==> src/rtl/xga_timing_pkg.sv <==
// ---------------------------------------------------------------------------
// xga_timing_pkg
//   Shared raster constants for the 1024x768@60 (XGA) background pipeline.
//   The video timing generator and the downstream background stages import
//   this package, so they all agree on counter widths and porch/sync
//   geometry.
//   Contents: PIX_W and FRAME_CNT_W widths, the XGA horizontal/vertical
//   geometry and the sync polarity, MAX_TOTAL (the largest line or frame
//   length an 11-bit counter can hold), and sync_level(), which maps a
//   sync-window hit to the pad level.
// ---------------------------------------------------------------------------
package xga_timing_pkg;

  localparam int PIX_W       = 11;
  localparam int FRAME_CNT_W = 10;
  localparam int MAX_TOTAL   = 1 << PIX_W;

  localparam int XGA_H_ACTIVE = 1024;
  localparam int XGA_H_FP     = 24;
  localparam int XGA_H_SYNC   = 136;
  localparam int XGA_H_BP     = 160;
  localparam int XGA_H_TOTAL  = XGA_H_ACTIVE + XGA_H_FP + XGA_H_SYNC + XGA_H_BP;

  localparam int XGA_V_ACTIVE = 768;
  localparam int XGA_V_FP     = 3;
  localparam int XGA_V_SYNC   = 6;
  localparam int XGA_V_BP     = 29;
  localparam int XGA_V_TOTAL  = XGA_V_ACTIVE + XGA_V_FP + XGA_V_SYNC + XGA_V_BP;

  // XGA uses negative-going sync pulses.
  localparam logic XGA_SYNC_POL = 1'b0;

  // Pad level for a sync output: pol while inside the window, !pol outside.
  function automatic logic sync_level(input logic in_window, input logic pol);
    return in_window ? pol : !pol;
  endfunction

endpackage

==> src/rtl/timing_axis_counter.sv <==
// ---------------------------------------------------------------------------
// timing_axis_counter
//   One raster axis, either horizontal or vertical. It is a wrap counter
//   that steps when en=1 and returns to 0 after TOTAL-1. It also decodes
//   three things from its own count: the terminal count, the active region
//   and the sync window.
// Ports:
//   clk       in   clock
//   rst       in   asynchronous reset, active-high; count clears to 0
//   en        in   advance enable
//   cnt       out  current position, 0..TOTAL-1
//   tc        out  1 when cnt == TOTAL-1 (next enabled step wraps)
//   active    out  1 when cnt < ACTIVE
//   sync_win  out  1 when SYNC_START <= cnt < SYNC_END
// ---------------------------------------------------------------------------
module timing_axis_counter #(
  parameter int W          = 11,
  parameter int TOTAL      = 1344,
  parameter int ACTIVE     = 1024,
  parameter int SYNC_START = 1048,
  parameter int SYNC_END   = 1184
) (
  input  logic         clk,
  input  logic         rst,
  input  logic         en,
  output logic [W-1:0] cnt,
  output logic         tc,
  output logic         active,
  output logic         sync_win
);

  localparam logic [W-1:0] LAST    = W'(TOTAL - 1);
  localparam logic [W-1:0] ACT_END = W'(ACTIVE);
  localparam logic [W-1:0] SYN_BEG = W'(SYNC_START);
  localparam logic [W-1:0] SYN_END = W'(SYNC_END);

  always_ff @(posedge clk or posedge rst) begin
    if (rst) begin
      cnt <= '0;
    end else if (en) begin
      cnt <= tc ? '0 : cnt + W'(1);
    end
  end

  assign tc       = (cnt == LAST);
  assign active   = (cnt < ACT_END);
  assign sync_win = (cnt >= SYN_BEG) && (cnt < SYN_END);

endmodule

==> src/rtl/xga_video_timing.sv <==
// ---------------------------------------------------------------------------
// xga_video_timing
//   Raster timing generator for the XGA background pipeline. It drives the
//   pixel position and active flag into the background stages, and it
//   drives hsync/vsync to the pad. It also gives downstream scroll logic a
//   frame_start strobe and a running frame count, so that logic can stay
//   synchronous on clk.
//   Every output is a registered decode of the internal (h,v) counters. The
//   decode loads on the same pix_ce edge that advances the counters, so the
//   outputs trail the counters by one enabled clock and stay aligned with
//   each other.
// Ports:
//   clk          in   pixel-domain clock
//   rst          in   asynchronous reset, active-high
//   pix_ce       in   pixel clock enable; state advances only when 1
//   pix_x        out  horizontal position, 0..H_TOTAL-1
//   pix_y        out  vertical position, 0..V_TOTAL-1
//   video_active out  pix_x < H_ACTIVE and pix_y < V_ACTIVE
//   hsync        out  horizontal sync, active level SYNC_POL
//   vsync        out  vertical sync, active level SYNC_POL
//   line_start   out  one-clk pulse while pix_x == 0
//   frame_start  out  one-clk pulse while pix_x == 0 and pix_y == 0
//   frame_cnt    out  frames started since reset, wraps modulo 2^10
// ---------------------------------------------------------------------------
module xga_video_timing
  import xga_timing_pkg::*;
#(
  parameter int   H_ACTIVE = XGA_H_ACTIVE,
  parameter int   H_FP     = XGA_H_FP,
  parameter int   H_SYNC   = XGA_H_SYNC,
  parameter int   H_BP     = XGA_H_BP,
  parameter int   V_ACTIVE = XGA_V_ACTIVE,
  parameter int   V_FP     = XGA_V_FP,
  parameter int   V_SYNC   = XGA_V_SYNC,
  parameter int   V_BP     = XGA_V_BP,
  parameter logic SYNC_POL = XGA_SYNC_POL
) (
  input  logic                   clk,
  input  logic                   rst,
  input  logic                   pix_ce,
  output logic [PIX_W-1:0]       pix_x,
  output logic [PIX_W-1:0]       pix_y,
  output logic                   video_active,
  output logic                   hsync,
  output logic                   vsync,
  output logic                   line_start,
  output logic                   frame_start,
  output logic [FRAME_CNT_W-1:0] frame_cnt
);

  localparam int H_TOTAL = H_ACTIVE + H_FP + H_SYNC + H_BP;
  localparam int V_TOTAL = V_ACTIVE + V_FP + V_SYNC + V_BP;

  // The counters are PIX_W bits wide, so reject any geometry they cannot hold.
  if (H_TOTAL > MAX_TOTAL) begin : g_h_total_check
    $error("xga_video_timing: H_TOTAL %0d exceeds %0d", H_TOTAL, MAX_TOTAL);
  end
  if (V_TOTAL > MAX_TOTAL) begin : g_v_total_check
    $error("xga_video_timing: V_TOTAL %0d exceeds %0d", V_TOTAL, MAX_TOTAL);
  end

  logic [PIX_W-1:0] h_cnt;
  logic [PIX_W-1:0] v_cnt;
  logic             h_tc;
  logic             h_act;
  logic             h_win;
  logic             v_act;
  logic             v_win;
  logic             v_tc_unused;
  logic             at_line_start;
  logic             at_frame_start;

  timing_axis_counter #(
    .W          (PIX_W),
    .TOTAL      (H_TOTAL),
    .ACTIVE     (H_ACTIVE),
    .SYNC_START (H_ACTIVE + H_FP),
    .SYNC_END   (H_ACTIVE + H_FP + H_SYNC)
  ) u_h_axis (
    .clk      (clk),
    .rst      (rst),
    .en       (pix_ce),
    .cnt      (h_cnt),
    .tc       (h_tc),
    .active   (h_act),
    .sync_win (h_win)
  );

  // The vertical axis steps once per line, on the enabled edge where h wraps.
  timing_axis_counter #(
    .W          (PIX_W),
    .TOTAL      (V_TOTAL),
    .ACTIVE     (V_ACTIVE),
    .SYNC_START (V_ACTIVE + V_FP),
    .SYNC_END   (V_ACTIVE + V_FP + V_SYNC)
  ) u_v_axis (
    .clk      (clk),
    .rst      (rst),
    .en       (pix_ce & h_tc),
    .cnt      (v_cnt),
    .tc       (v_tc_unused),
    .active   (v_act),
    .sync_win (v_win)
  );

  assign at_line_start  = (h_cnt == '0);
  assign at_frame_start = at_line_start && (v_cnt == '0);

  always_ff @(posedge clk or posedge rst) begin
    if (rst) begin
      pix_x        <= '0;
      pix_y        <= '0;
      video_active <= 1'b0;
      hsync        <= !SYNC_POL;
      vsync        <= !SYNC_POL;
      line_start   <= 1'b0;
      frame_start  <= 1'b0;
      frame_cnt    <= '0;
    end else if (pix_ce) begin
      pix_x        <= h_cnt;
      pix_y        <= v_cnt;
      video_active <= h_act & v_act;
      hsync        <= sync_level(h_win, SYNC_POL);
      vsync        <= sync_level(v_win, SYNC_POL);
      line_start   <= at_line_start;
      frame_start  <= at_frame_start;
      if (at_frame_start) begin
        frame_cnt <= frame_cnt + FRAME_CNT_W'(1);
      end
    end else begin
      // The strobes last one clk, even when pix_ce stalls the raster.
      line_start  <= 1'b0;
      frame_start <= 1'b0;
    end
  end

endmodule

==> config.mk <==
export PLATFORM = sky130hd
export DESIGN_NAME = xga_video_timing
export DESIGN_NICKNAME = d
export VERILOG_FILES = /design/src/rtl/xga_timing_pkg.sv /design/src/rtl/timing_axis_counter.sv /design/src/rtl/xga_video_timing.sv
export SDC_FILE = /design/constraint.sdc
export NUM_CORES = 1
export LEC_CHECK = 0
export CORE_MARGIN = 8
export CORE_UTILIZATION = 34
export CTS_CLUSTER_SIZE = 24
export DETAILED_ROUTE_END_ITERATION = 10
export PLACE_DENSITY = 0.56
export RECOVER_POWER = 100
export SLEW_MARGIN = 10
export SYNTH_ARGS = -nofsm -noshare
export SYNTH_HDL_FRONTEND = slang
export SYNTH_SLANG_ARGS = --single-unit
==> constraint.sdc <==
create_clock -name clk -period 1.95 [get_ports clk]
set_input_delay 0.2925 -clock clk [delete_from_list [all_inputs] [get_ports clk]]
set_output_delay 0.2925 -clock clk [all_outputs]
set_load 0.1 [all_outputs]
==> After elaboration in Yosys (flattened, before gate mapping) <==
Cells that the tools add are included.
{ "word_totals": {"elab_cells": 35, "output_inout_bits": 37, "inputBits": 3, "register_bits": 59} }
{ "classes": {"n_reduce_logical": 6, "n_lt_le_gt_ge": 6, "n_eq_ne": 2, "bitwise": 2, "add_sub_neg": 3, "n_mux": 6} }
{ "ops": {"columns": ["operator", "count"], "rows": [
  ["$add 11x1->11 const B", 2],
  ["$logic_not 11->1", 2],
  ["$lt 11x10->1 const B", 2],
  ["$lt 11x11->1 const B", 2],
  ["$mux 11", 2],
  ["$eq 11x10->1 const B", 1],
  ["$eq 11x11->1 const B", 1],
  ["$ge 11x10->1 const B", 1],
  ["$ge 11x11->1 const B", 1],
  ["$add 10x1->10 const B", 1],
  ["$mux 1", 4],
  ["$logic_and 1x1->1", 3],
  ["$and 1x1->1", 2],
  ["$reduce_and 2->1", 1]
]} }

==> Longest topological paths before layout <==
Gate-level depths: netlist of run 1.
{ "logic_depth": {"ltp_word": 3, "ltp_mapped": 6, "depth_no_buf": 6} }

==> Cells and area by module <==
Synthesis of run 1 repeated with hierarchy kept, for this count alone.
{ "hier_totals": {"cells_unflattened": 243, "area_unflattened_um2": 2822.7} }
{ "by_module_without_submodules": {"columns": ["mod", "area_per_inst_um2", "cells_each", "seq_area_each_um2", "n_inst"], "rows": [
  ["xga_video_timing", 1551.5, 109, 928.4, 1],
  ["timing_axis_counter at u_v_axis", 669.4, 67, 275.3, 1],
  ["timing_axis_counter at u_h_axis", 601.8, 67, 275.3, 1]
]} }

==> Worst setup path before layout of run 1 <==
No wires, ideal clock.
{ "synth_timing": {"path_kind": "register -> register", "start": "reg frame_cnt[2]", "end": "reg frame_cnt[9]", "setup_time_ns": 0.161, "arrival_time_ns": 1.788, "required_time_ns": 1.789, "path_stages_with_launch": 5, "path_slack_ns": 0.001, "path_buffers": 0, "period_less_slack_ns": 1.949, "path_cell_list": "dfrtp_1 -> and4_1 -> nand4_1 -> nor4_1 -> xor2_1"} }
{ "synth_between": {"elab_chain_len": 1} }
{ "synth_rtl": {"columns": ["element", "line", "source"], "rows": [
  ["from (decl)", "xga_video_timing.sv:48", "output logic [FRAME_CNT_W-1:0] frame_cnt"],
  ["from (signal assigned)", "xga_video_timing.sv:128", "frame_cnt <= frame_cnt + FRAME_CNT_W'(1);"],
  ["$add 10x1->10", "xga_video_timing.sv:128", null]
]} }
No other way between the ends.
A chain may end at the register's enable or synchronous reset.

==> Worst setup path in the final report of run 1 <==
{ "layout_timing": {"start": "reg u_h_axis.cnt[0]", "end": "reg u_h_axis.cnt[10]"} }
{ "layout_between": {"elab_chain_len": 2, "word_cells_on_any_way": 3, "classes_between": "1 x add/sub; 1 x eq/ne; 1 x mux"} }
{ "layout_rtl": {"columns": ["element", "line", "source"], "rows": [
  ["from (decl)", "timing_axis_counter.sv:26", "output logic [W-1:0] cnt,"],
  ["from (signal assigned)", "timing_axis_counter.sv:41", "cnt <= tc ? '0 : cnt + W'(1);"],
  ["$add 11x1->11 or $eq 11x11->1 (tied branches)", "timing_axis_counter.sv:41, timing_axis_counter.sv:45", null],
  ["$mux 11 *", "timing_axis_counter.sv:41", null]
]} }
Every way passes the cells marked *; elsewhere a longest branch is shown, timed or not.

==> summary.txt, run 1 <==
Post-synth EDFFs = 0
Die Wd = 107 µm
VDD IR max = 0.297 mV
Post-CTS Setup Inserts = 0
Sequential share of power = 0.425
WL/cell = 14.7 µm
Chip height = 107 µm
Worst slew margin = 0.126
Post-route cell area = 3420 µm²
Via count = 2,068
Fmax = 546 MHz
Post-DP Area = 3370 µm²
Endpoint, Worst Hold = frame_cnt[9]$_DFFE_PP0P_
Fillers = 830
Clk slew on worst S/H paths = 60 ps
Drt via density = 4.98
Maximum fanout along the worst path = 4
Sequential cell area fraction in the yosys report = 0.529
Largest net degree at the start of global routing = 60
Area Overhead vs Synth = 22.3%
Yosys reg bits = 59
Drt pass-1 iters = 4
Detailed Route WL = 6.08 mm
Total GRT Usage = 0.116
CTS max path bufs = 2
Top cell type's share of synthesized area = 0.510
Synthesized area = 2800 µm²
Synth area leaders = dfrtp_1, mux2_2, xor2_1, ha_1, o21ai_0
Setup violations, final = 0
Slew Viols, Final = 0
Area of the multi-input gates = 1240 µm²
CTS sink cnt = 59
RePlAce Congestion = 0.798
Cts hold-fix bufs = 0
Max-cap violation count = 0
Hold path depth = 1
WP data arrival = 2060 ps
First-pass GRT wire length = 10.5 mm
Type of the tightest min-delay check = reg -> reg
Commonest cells in the netlist = dfrtp_1, mux2_2, nand2_1
Layout cell share with drive strength beyond 1 = 0.319
Cell-internal power = 2.17 mW
Clk pwr share = 0.339
Setup crit end kind = flop
Asr flop ratio synth = 1.00
CTS tree = done
RSZ-0062 raised after global routing = yes
Worst-margin pin slew = 1310 ps
CTS root buf = clkbuf_8
Shortest period the worst path allows = 1830 ps
Reg2reg path depth = 7
Clk_lat worst skew = 340 ps
Vias in the first global route = 2,146
Net Sw Frac = 0.344
Antenna Nets Post-Route = 0
Core footprint = 8090 µm²
Worst path required time = 2180 ps
Critical path class = reg -> reg
Mapped Nets = 256
Most common cell in the netlist = dfrtp_1
Fin crit share = 0.940
Reg2Reg Launch Point = u_h_axis.cnt[0]$_DFFE_PP0P_
Post-synth cell types = 44
WHS = 484 ps
# rows = 33
Synth Instances = 247
Worst hold start = frame_cnt[9]$_DFFE_PP0P_
Pwr/cell area = 968 nW/µm²
Layout Skew = 12.3 ps
Initial Util = 0.345
Starting DRC count in detailed routing = 95
Initial antenna violation count = 0
Num ports = 40
GRT overflow = 0
Total CTS buffers = 9
Layout Nets = 315
Switching power = 1.14 mW
IO buf count = 39
Final Hold Viols = 0
Antenna cells = 0
Die area = 11,400 µm²
R2r endpoint = u_h_axis.cnt[10]$_DFFE_PP0P_
R2r setup slk = 120 ps
Cell type with the highest aggregate area in the netlist = dfrtp_1
CTS H-tree lvls = 3
DRC violations left = 0
Ys flop type = dfrtp_1
Sequential cell area = 1480 µm²
Ys Warns = 0
Average instance area after synthesis = 11.3 µm²
Outcome = complete, no violations
Comb power frac = 0.235
Critical Path Start Type = flop
P_leak = 1.65 nW
Post-DP HPWL = 4.23 mm
## state kept, by name, indices dropped and copies added (netlist names)
name,cells
u_v_axis.cnt,11
frame_cnt,10
frame_start,1
hsync,1
pix_y,11
pix_x,11
line_start,1
vsync,1
u_h_axis.cnt,11
video_active,1
## cells in the final DEF, fill, tap and decap left out, types with 2 or more instances in the layout
master | synthesis | layout
nand3_1 | 11 | 11
clkbuf_8 | 0 | 11
xnor2_1 | 4 | 4
a21oi_1 | 7 | 7
and4_1 | 3 | 3
mux2i_1 | 3 | 3
and3_1 | 3 | 3
buf_4 | 0 | 15
dfrtp_1 | 57 | 57
nand2b_1 | 2 | 2
xor2_1 | 13 | 13
ha_1 | 6 | 6
and4b_1 | 2 | 2
nor2_1 | 13 | 13
a31oi_1 | 2 | 2
and2_1 | 2 | 2
or3_1 | 3 | 3
nor3_1 | 11 | 11
nand4_2 | 2 | 2
dfstp_2 | 2 | 2
nor4_1 | 4 | 4
clkbuf_2 | 0 | 36
nand4_1 | 6 | 6
mux2_2 | 23 | 23
nand2_1 | 17 | 17
clkbuf_1 | 8 | 7
o21ai_0 | 13 | 13
inv_1 | 9 | 8
## critical path, cell delays in order, from the launching register on
cell      delay, ps
dfrtp_1         380
buf_4           140
ha_1            220
and3_1          210
clkbuf_1        130
and2_1          190
and4_1          220
a311oi_2        250
## repair_timing
| action | CTS | global route |
|---|---|---|
| resized for setup | 0 | 1 |
| endpoints found under the hold margin | 0 | 0 |
| setup endpoints to repair | 0 | 3 |
## layout make-up
class | instances | share of cell area
Clock buffer | 13 | 0.0465
Clock inverter | 2 | 0.0102
Inverter | 9 | 0.00988
Multi-Input combinational cell | 168 | 0.364
Sequential cell | 59 | 0.433
Tap cell | 105 | 0.0384
Timing Repair Buffer | 59 | 0.0985
## how the worst max path moves through the flow
stage	to	cells after the start	from	slack (ps)
after CTS	u_h_axis.cnt[10]$_DFFE_PP0P_	7	u_h_axis.cnt[0]$_DFFE_PP0P_	60
final	u_h_axis.cnt[10]$_DFFE_PP0P_	7	u_h_axis.cnt[0]$_DFFE_PP0P_	120
after floorplan	frame_cnt[9]$_DFFE_PP0P_	4	frame_cnt[2]$_DFFE_PP0P_	0.7
after detailed placement	frame_cnt[5]$_DFFE_PP0P_	6	pix_ce	-100
after global routing	frame_cnt[7]$_DFFE_PP0P_	7	u_h_axis.cnt[0]$_DFFE_PP0P_	-20
after global placement	frame_cnt[1]$_DFFE_PP0P_	6	pix_ce	-70
## per-layer routing
layer | global-route usage | wire, µm
met1 | 0.138 | 2760
met2 | 0.182 | 2910
met3 | 0.0408 | 307
met4 | 0.0573 | 101
met5 | 0 | 0
## kinds of logic (layout without fill, tap and decap cells)
family | after synthesis | in the layout | share of synthesized area
buffers and inverters | 20 | 83 | 0.0282
and+or+nand+nor | 89 | 89 | 0.194
adders and majority gates | 6 | 6 | 0.0269
xor gates and xnor gates | 17 | 17 | 0.0533
DFF | 59 | 59 | 0.529
muxes | 27 | 27 | 0.107
AOI/OAI and AO/OA | 29 | 29 | 0.0609
## stage by stage
stage / std cells / total power, mW / TNS (ps) / setup slack, ps / utilization
4_1_cts: 415 / 3.40 / 0 / 62.1 / 0.440
2_1_floorplan: 247 / 2.03 / 0 / 0.731 / -
3_3_place_gp: 400 / 2.25 / -291 / -69.3 / 0.416
5_1_grt: 415 / 3.46 / -49.1 / -19.9 / 0.422
6_report: 415 / 3.31 / 0 / 117 / 0.422
3_5_place_dp: 400 / 2.26 / -397 / -105 / 0.416
## power groups by stage
stage                     Clock (mW)  Sequential (mW)  Combinational (mW)
after global placement             0             1.43               0.824
after global routing            1.21             1.43               0.829
after detailed placement           0             1.43               0.829
after floorplan                    0             1.83               0.203
final                           1.12             1.41               0.779
after CTS                       1.15             1.41               0.830
Power figures use the tool's default switching activity.
==> inputs of run 2 (changes only) <==
- ABC_AREA: default -> 1
- CORE_UTILIZATION: 34 -> 40
- PLACE_DENSITY: 0.56 -> 0.63
- SLEW_MARGIN: 10 -> 20
==> summary.txt, run 2 <==
Total CTS buffers = 9 (unchanged)
Area Overhead vs Synth = 14.0%
Setup crit end kind = flop
Clk_lat worst skew = 330 ps (about the same)
Most common cell in the netlist = nand2_1
CTS root buf = clkbuf_8
CTS max path bufs = 2 (unchanged)
Top cell type's share of synthesized area = 0.456 (-0.0543)
Synthesized area = 3130 µm² (+12%)
Switching power = 1.82 mW (+60%)
Layout Skew = 10.6 ps (-1.69 ps)
Final TNS setup = 0 ps (unchanged)
Hold path depth = 2 (+1)
Layout cell share with drive strength beyond 1 = 0.186 (-0.134)
Ys Warns = 0 (unchanged)
DRC violations left = 0 (unchanged)
Synth area leaders = dfrtp_1, nand2_1, nand3_1, inv_1, o21ai_0
WL/cell = 13.0 µm (-11%)
Shortest period the worst path allows = 1680 ps (-157 ps)
Sequential cell area fraction in the yosys report = 0.473 (-0.0563)
Sequential share of power = 0.407 (-0.018)
Cell family with most CP delay = buffers and inverters
Area of the multi-input gates = 1370 µm² (+10%)
Post-DP HPWL = 5.34 mm (+26%)
Final Hold Viols = 0 (unchanged)
Worst-margin pin slew = 787 ps (-524 ps)
Largest net degree at the start of global routing = 28 (-53%)
Die area = 10,900 µm² (-4.2%)
Initial Util = 0.409 (+0.0636)
GRT overflow = 0 (unchanged)
CTS sink cnt = 59 (unchanged)
Vias in the first global route = 2,642 (+23%)
Chip height = 104 µm (-2.1%)
Yosys reg bits = 59 (unchanged)
Detailed Route WL = 7.09 mm (+17%)
Pwr/cell area = 1110 nW/µm² (+14%)
Total GRT Usage = 0.140 (+0.0244)
Initial antenna violation count = 0 (unchanged)
RSZ-0062 raised after global routing = no
Commonest cells in the netlist = nand2_1, dfrtp_1, inv_1
CTS H-tree lvls = 3 (unchanged)
Commonest non-fill, non-tap cells in the layout = nand2_1, dfrtp_1, inv_1, clkbuf_2, nand3_1
Fillers = 771 (-7.1%)
Critical Path Start Type = input port
# rows = 32 (-3.0%)
Slew Viols, Final = 0 (unchanged)
Worst slew margin = 0.475 (+0.349)
Via count = 2,622 (+27%)
Post-synth cell types = 31 (-30%)
Synth Instances = 392 (+59%)
Cts hold-fix bufs = 0 (unchanged)
Type of the tightest min-delay check = reg -> reg
RePlAce Congestion = 0.867 (+8.6%)
Ys flop type = dfrtp_1
CP Cell Sequence = dlygate4sd3_1 -> inv_1 -> clkbuf_2 -> o21ai_0
P_leak = 1.79 nW (+8.6%)
VDD IR max = 0.890 mV (+200%)
Average instance area after synthesis = 7.98 µm² (-29%)
Reg2reg path depth = 9 (+2)
Drt via density = 4.82 (-3.3%)
IO buf count = 39 (unchanged)
Maximum fanout along the worst path = 27 (+23)
Fin crit share = 0.859 (-0.0804)
Final core occ = 0.466 (+0.0441)
Layout Nets = 446 (+42%)
Critical path class = in -> reg
WP data arrival = 1870 ps (-190 ps)
Worst path required time = 2140 ps (-40 ps)
Setup violations, final = 0 (unchanged)
WP depth = 4 (-3)
Mapped Nets = 401 (+57%)
Worst path bufs/invs = 3 (+1)
CTS resizes = 0 (unchanged)
Critical path's slowest cell = dlygate4sd3_1
Drt pass-1 iters = 4 (unchanged)
Antenna Nets Post-Route = 0 (unchanged)
CTS tree = done
Fmax = 597 MHz (+9.4%)
Starting DRC count in detailed routing = 80 (-16%)
Outcome = complete, no violations
Core footprint = 7650 µm² (-5.5%)
Cell-internal power = 2.13 mW (-1.9%)
Leading cell type in the layout, fill and taps excluded = nand2_1
Net Sw Frac = 0.460 (+0.117)
Post-CTS Setup Inserts = 0 (unchanged)
Comb power frac = 0.357 (+0.122)
Sequential cell area = 1480 µm² (about the same)
Asr flop ratio synth = 1.00 (unchanged)
Antenna cells = 0 (unchanged)
Cell type with the highest aggregate area in the netlist = dfrtp_1
Clk pwr share = 0.236 (-0.103)
Num ports = 40 (unchanged)
First-pass GRT wire length = 12.6 mm (+20%)
Post-synth EDFFs = 0 (unchanged)
Post-route cell area = 3570 µm² (+4.4%)
Max-cap violation count = 0 (unchanged)
Post-DP Area = 3560 µm² (+5.9%)
Clk slew on worst S/H paths = 70 ps (about the same)
Crit-path max cell delay = 610 ps (+230 ps)
Die Wd = 104 µm (-2.1%)
==> run 2: changes by cell type after synthesis, sizes merged, moves of 7 or more <==
cell    previous run  this run
o21ai             13        30
clkbuf             8         1
buf                3        10
nor2              14        43
inv                9        47
nand2             17       120
nand3             11        36
mux2              24         0
==> run 2: per-layer routing <==
layer,vias up,global-route usage,part of all wire
li1,1335,-,-
met1,1217,0.179,0.48
met2,53,0.216,0.44
met3,17,0.0366,0.050
met4,0,0.0641,0.023
met5,-,0,0
==> run 2: cell families after synthesis <==
kind of cell / share of synthesized area
adders and majority gates: 0.0240
DFF: 0.473
and+or+nand+nor: 0.326
xor gates and xnor gates: 0.0364
AOI/OAI and AO/OA: 0.0616
buffers and inverters: 0.0796
==> run 2: worst paths after layout <==
kind	slack [ps]	to	startpoint
max in group asynchronous	510	u_v_axis.cnt[4]$_DFFE_PP0P_	rst
min reg2reg	470	pix_y[7]$_DFFE_PP0P_	pix_y[7]$_DFFE_PP0P_
min in group asynchronous	540	frame_cnt[4]$_DFFE_PP0P_	rst
max	270	pix_x[9]$_DFFE_PP0P_	pix_ce
min	470	pix_y[7]$_DFFE_PP0P_	pix_y[7]$_DFFE_PP0P_
max reg2reg	300	frame_cnt[8]$_DFFE_PP0P_	u_v_axis.cnt[0]$_DFFE_PP0P_
==> run 2: stage by stage <==
step	setup slack, ps	std cells	power (mW)	hold WS (ps)
2_1_floorplan	3.06	392	2.76	437
3_3_place_gp	229	528	3.10	462
3_5_place_dp	218	528	3.12	469
4_1_cts	271	544	4.06	290
5_1_grt	54.2	544	4.17	511
6_report	274	544	3.95	475
==> run 2: area by class of cell <==
cell class                 instances  area share
clock buffer                      11      0.0368
clock inverter                     5     0.00842
inverter                          47      0.0495
multi-input combinational        275       0.384
sequential                        59       0.415
tap                              102      0.0358
timing repair buffer              45      0.0702
==> run 2: power groups by stage <==
stage	clock, mW	combinational [mW]	sequential, mW
after floorplan	0	0.492	2.27
after global placement	0	1.48	1.62
after detailed placement	0	1.49	1.63
after CTS	0.954	1.50	1.61
after global routing	1.01	1.53	1.63
final	0.930	1.41	1.61
==> run 2: worst min-delay path, stage by stage, from the launching register on <==
cell and delay, ps:
dfrtp_1 350, nand2_1 50, nand2_1 40
==> inputs of run 3 (changes only) <==
- SYNTH_HIERARCHICAL: default -> 1
==> summary.txt, run 3 <==
Outcome = complete, no violations
Slew Viols, Final = 0 (unchanged)
Sequential cell area = 1480 µm² (about the same)
Die area = 11,100 µm² (+1.4%)
Detailed Route WL = 7.59 mm (+7.0%)
Ys Warns = 6 (+6)
P_leak = 1.99 nW (+11%)
CTS tree = done
Final core occ = 0.486 (+0.0198)
Num ports = 40 (unchanged)
Largest net degree at the start of global routing = 38 (+36%)
Final TNS setup = 0 ps (unchanged)
Via count = 2,757 (+5.1%)
Fin crit share = 0.928 (+0.0688)
WHS = 451 ps (-24.0 ps)
WL/cell = 13.1 µm (+0.17%)
Synth Instances = 413 (+5.4%)
CTS root buf = clkbuf_8
DRC violations left = 0 (unchanged)
Synthesized area = 3180 µm² (+1.6%)
Leading cell type in the layout, fill and taps excluded = nand2_1
Die Wd = 105 µm (+0.69%)
Worst setup startpoint = pix_ce
Antenna cells = 0 (unchanged)
Clk_lat worst skew = 340 ps (about the same)
Area of the multi-input gates = 1420 µm² (+3.5%)
Max-cap violation count = 0 (unchanged)
IO buf count = 39 (unchanged)
Initial antenna violation count = 0 (unchanged)
Drt pass-1 iters = 4 (unchanged)
VDD IR max = 0.452 mV (-49%)
Worst slew margin = 0.353 (-0.122)
Average instance area after synthesis = 7.70 µm² (-3.5%)
Starting DRC count in detailed routing = 220 (+180%)
Mapped Nets = 421 (+5.0%)
Maximum fanout along the worst path = 34 (+26%)
Final Hold Viols = 0 (unchanged)
CTS sink cnt = 59 (unchanged)
GRT overflow = 0 (unchanged)
RSZ-0062 raised after global routing = no
Critical path's slowest cell = dlygate4sd3_1
Critical path class = in -> reg
Setup violations, final = 0 (unchanged)
Shortest period the worst path allows = 1810 ps (+134 ps)
Initial Util = 0.411 (+0.00240)
Critical Path Start Type = input port
Clk slew on worst S/H paths = 70 ps (about the same)
Inst Count DP = 563 (+6.6%)
Area Overhead vs Synth = 18.2%
WP data arrival = 2040 ps (+170 ps)
Vias in the first global route = 2,767 (+4.7%)
CTS max path bufs = 2 (unchanged)
Power consumption = 3.63 mW (-8.0%)
Layout cell share with drive strength beyond 1 = 0.213 (+0.0274)
Core footprint = 7730 µm² (+1.0%)
Chip height = 105 µm (+0.69%)
Fillers = 792 (+2.7%)
Worst path required time = 2180 ps (+40 ps)
Total GRT Usage = 0.146 (+0.00584)
Commonest non-fill, non-tap cells in the layout = nand2_1, dfrtp_1, nor2_1, inv_1, clkbuf_2
Pwr/cell area = 967 nW/µm² (-13%)
Setup crit end kind = flop
Crit-path max cell delay = 640 ps (+30 ps)
# rows = 32 (unchanged)
Layout Nets = 482 (+8.1%)
CP Cell Sequence = dlygate4sd3_1 -> clkinvlp_2 -> clkbuf_2 -> o21ai_0
RePlAce Congestion = 0.886 (+2.2%)
Total CTS buffers = 9 (unchanged)
Antenna Nets Post-Route = 0 (unchanged)
Fin cells = 581 (+6.8%)
Fmax = 553 MHz (-7.4%)
Post-DP HPWL = 5.54 mm (+3.9%)
CTS H-tree lvls = 3 (unchanged)
Type of the tightest min-delay check = in -> async
Layout Skew = 7.28 ps (-3.30 ps)
Drt via density = 4.75 (-1.5%)
Worst-margin pin slew = 971 ps (+184 ps)
Reg2Reg Launch Point = u_h_axis/cnt[1]$_DFFE_PP0P_
First-pass GRT wire length = 13.3 mm (+5.6%)
run 3: worst paths after layout:
kind                            cells past startpoint                     endpoint  slack [ps]
worst max-delay path                                4            vsync$_DFFE_PP1P_         140
worst min-delay path                                2  u_h_axis/cnt[9]$_DFFE_PP0P_         450
worst max register to register                     11  u_v_axis/cnt[5]$_DFFE_PP0P_         170
worst min register to register                      2         pix_y[3]$_DFFE_PP0P_         480
max in group asynchronous                           3        pix_y[10]$_DFFE_PP0P_         590
min in group clk                                    2         pix_y[3]$_DFFE_PP0P_         480
run 3: report_power, final:
| part | internal, mW | total (mW) | switching, mW | leakage, nW |
|---|---|---|---|---|
| clock network | 0.584 | 1.09 | 0.505 | 0.0950 |
| logic | 0.253 | 1.12 | 0.868 | 1.17 |
| registers | 1.35 | 1.42 | 0.0713 | 0.717 |
| total | 2.19 | 3.63 | 1.44 | 1.99 |
run 3: timing repair:
item / CTS / global route
endpoints found under the setup margin: 0 / 10
buffers inserted: 0 / 2
resized for setup: 0 / 6
hold buffers: 0 / 0
run 3: metal layers:
layer | share of wire | track usage | up-vias
met5 | 0 | 0 | -
met4 | 0.013 | 0.0652 | 0
met3 | 0.039 | 0.0276 | 8
met2 | 0.46 | 0.234 | 57
met1 | 0.48 | 0.187 | 1298
li1 | - | - | 1394
run 3: critical path: cells and delay by family:
family                 cells  cell delay [ps]
AO/OA/AOI/OAI              1              380
buffers and inverters      3             1350
run 3: final cells by class:
type                    instances  share of cell area
repair buffers                 57              0.0872
clock inverters                 7              0.0183
clock buffers                   9              0.0330
flip-flops and latches         59               0.394
multi-input cells             291               0.378
inverters                      56              0.0563
well taps                     102              0.0340
run 3: through the flow:
| step | area, µm² | worst slack (ps) |
|---|---|---|
| detailed placement | 3710 | 92.9 |
| CTS | 3900 | 82.1 |
| global placement | 3710 | 132 |
| floorplan | 3180 | 36.7 |
| global route | 3760 | 7.18 |
| finish | 3760 | 140 |
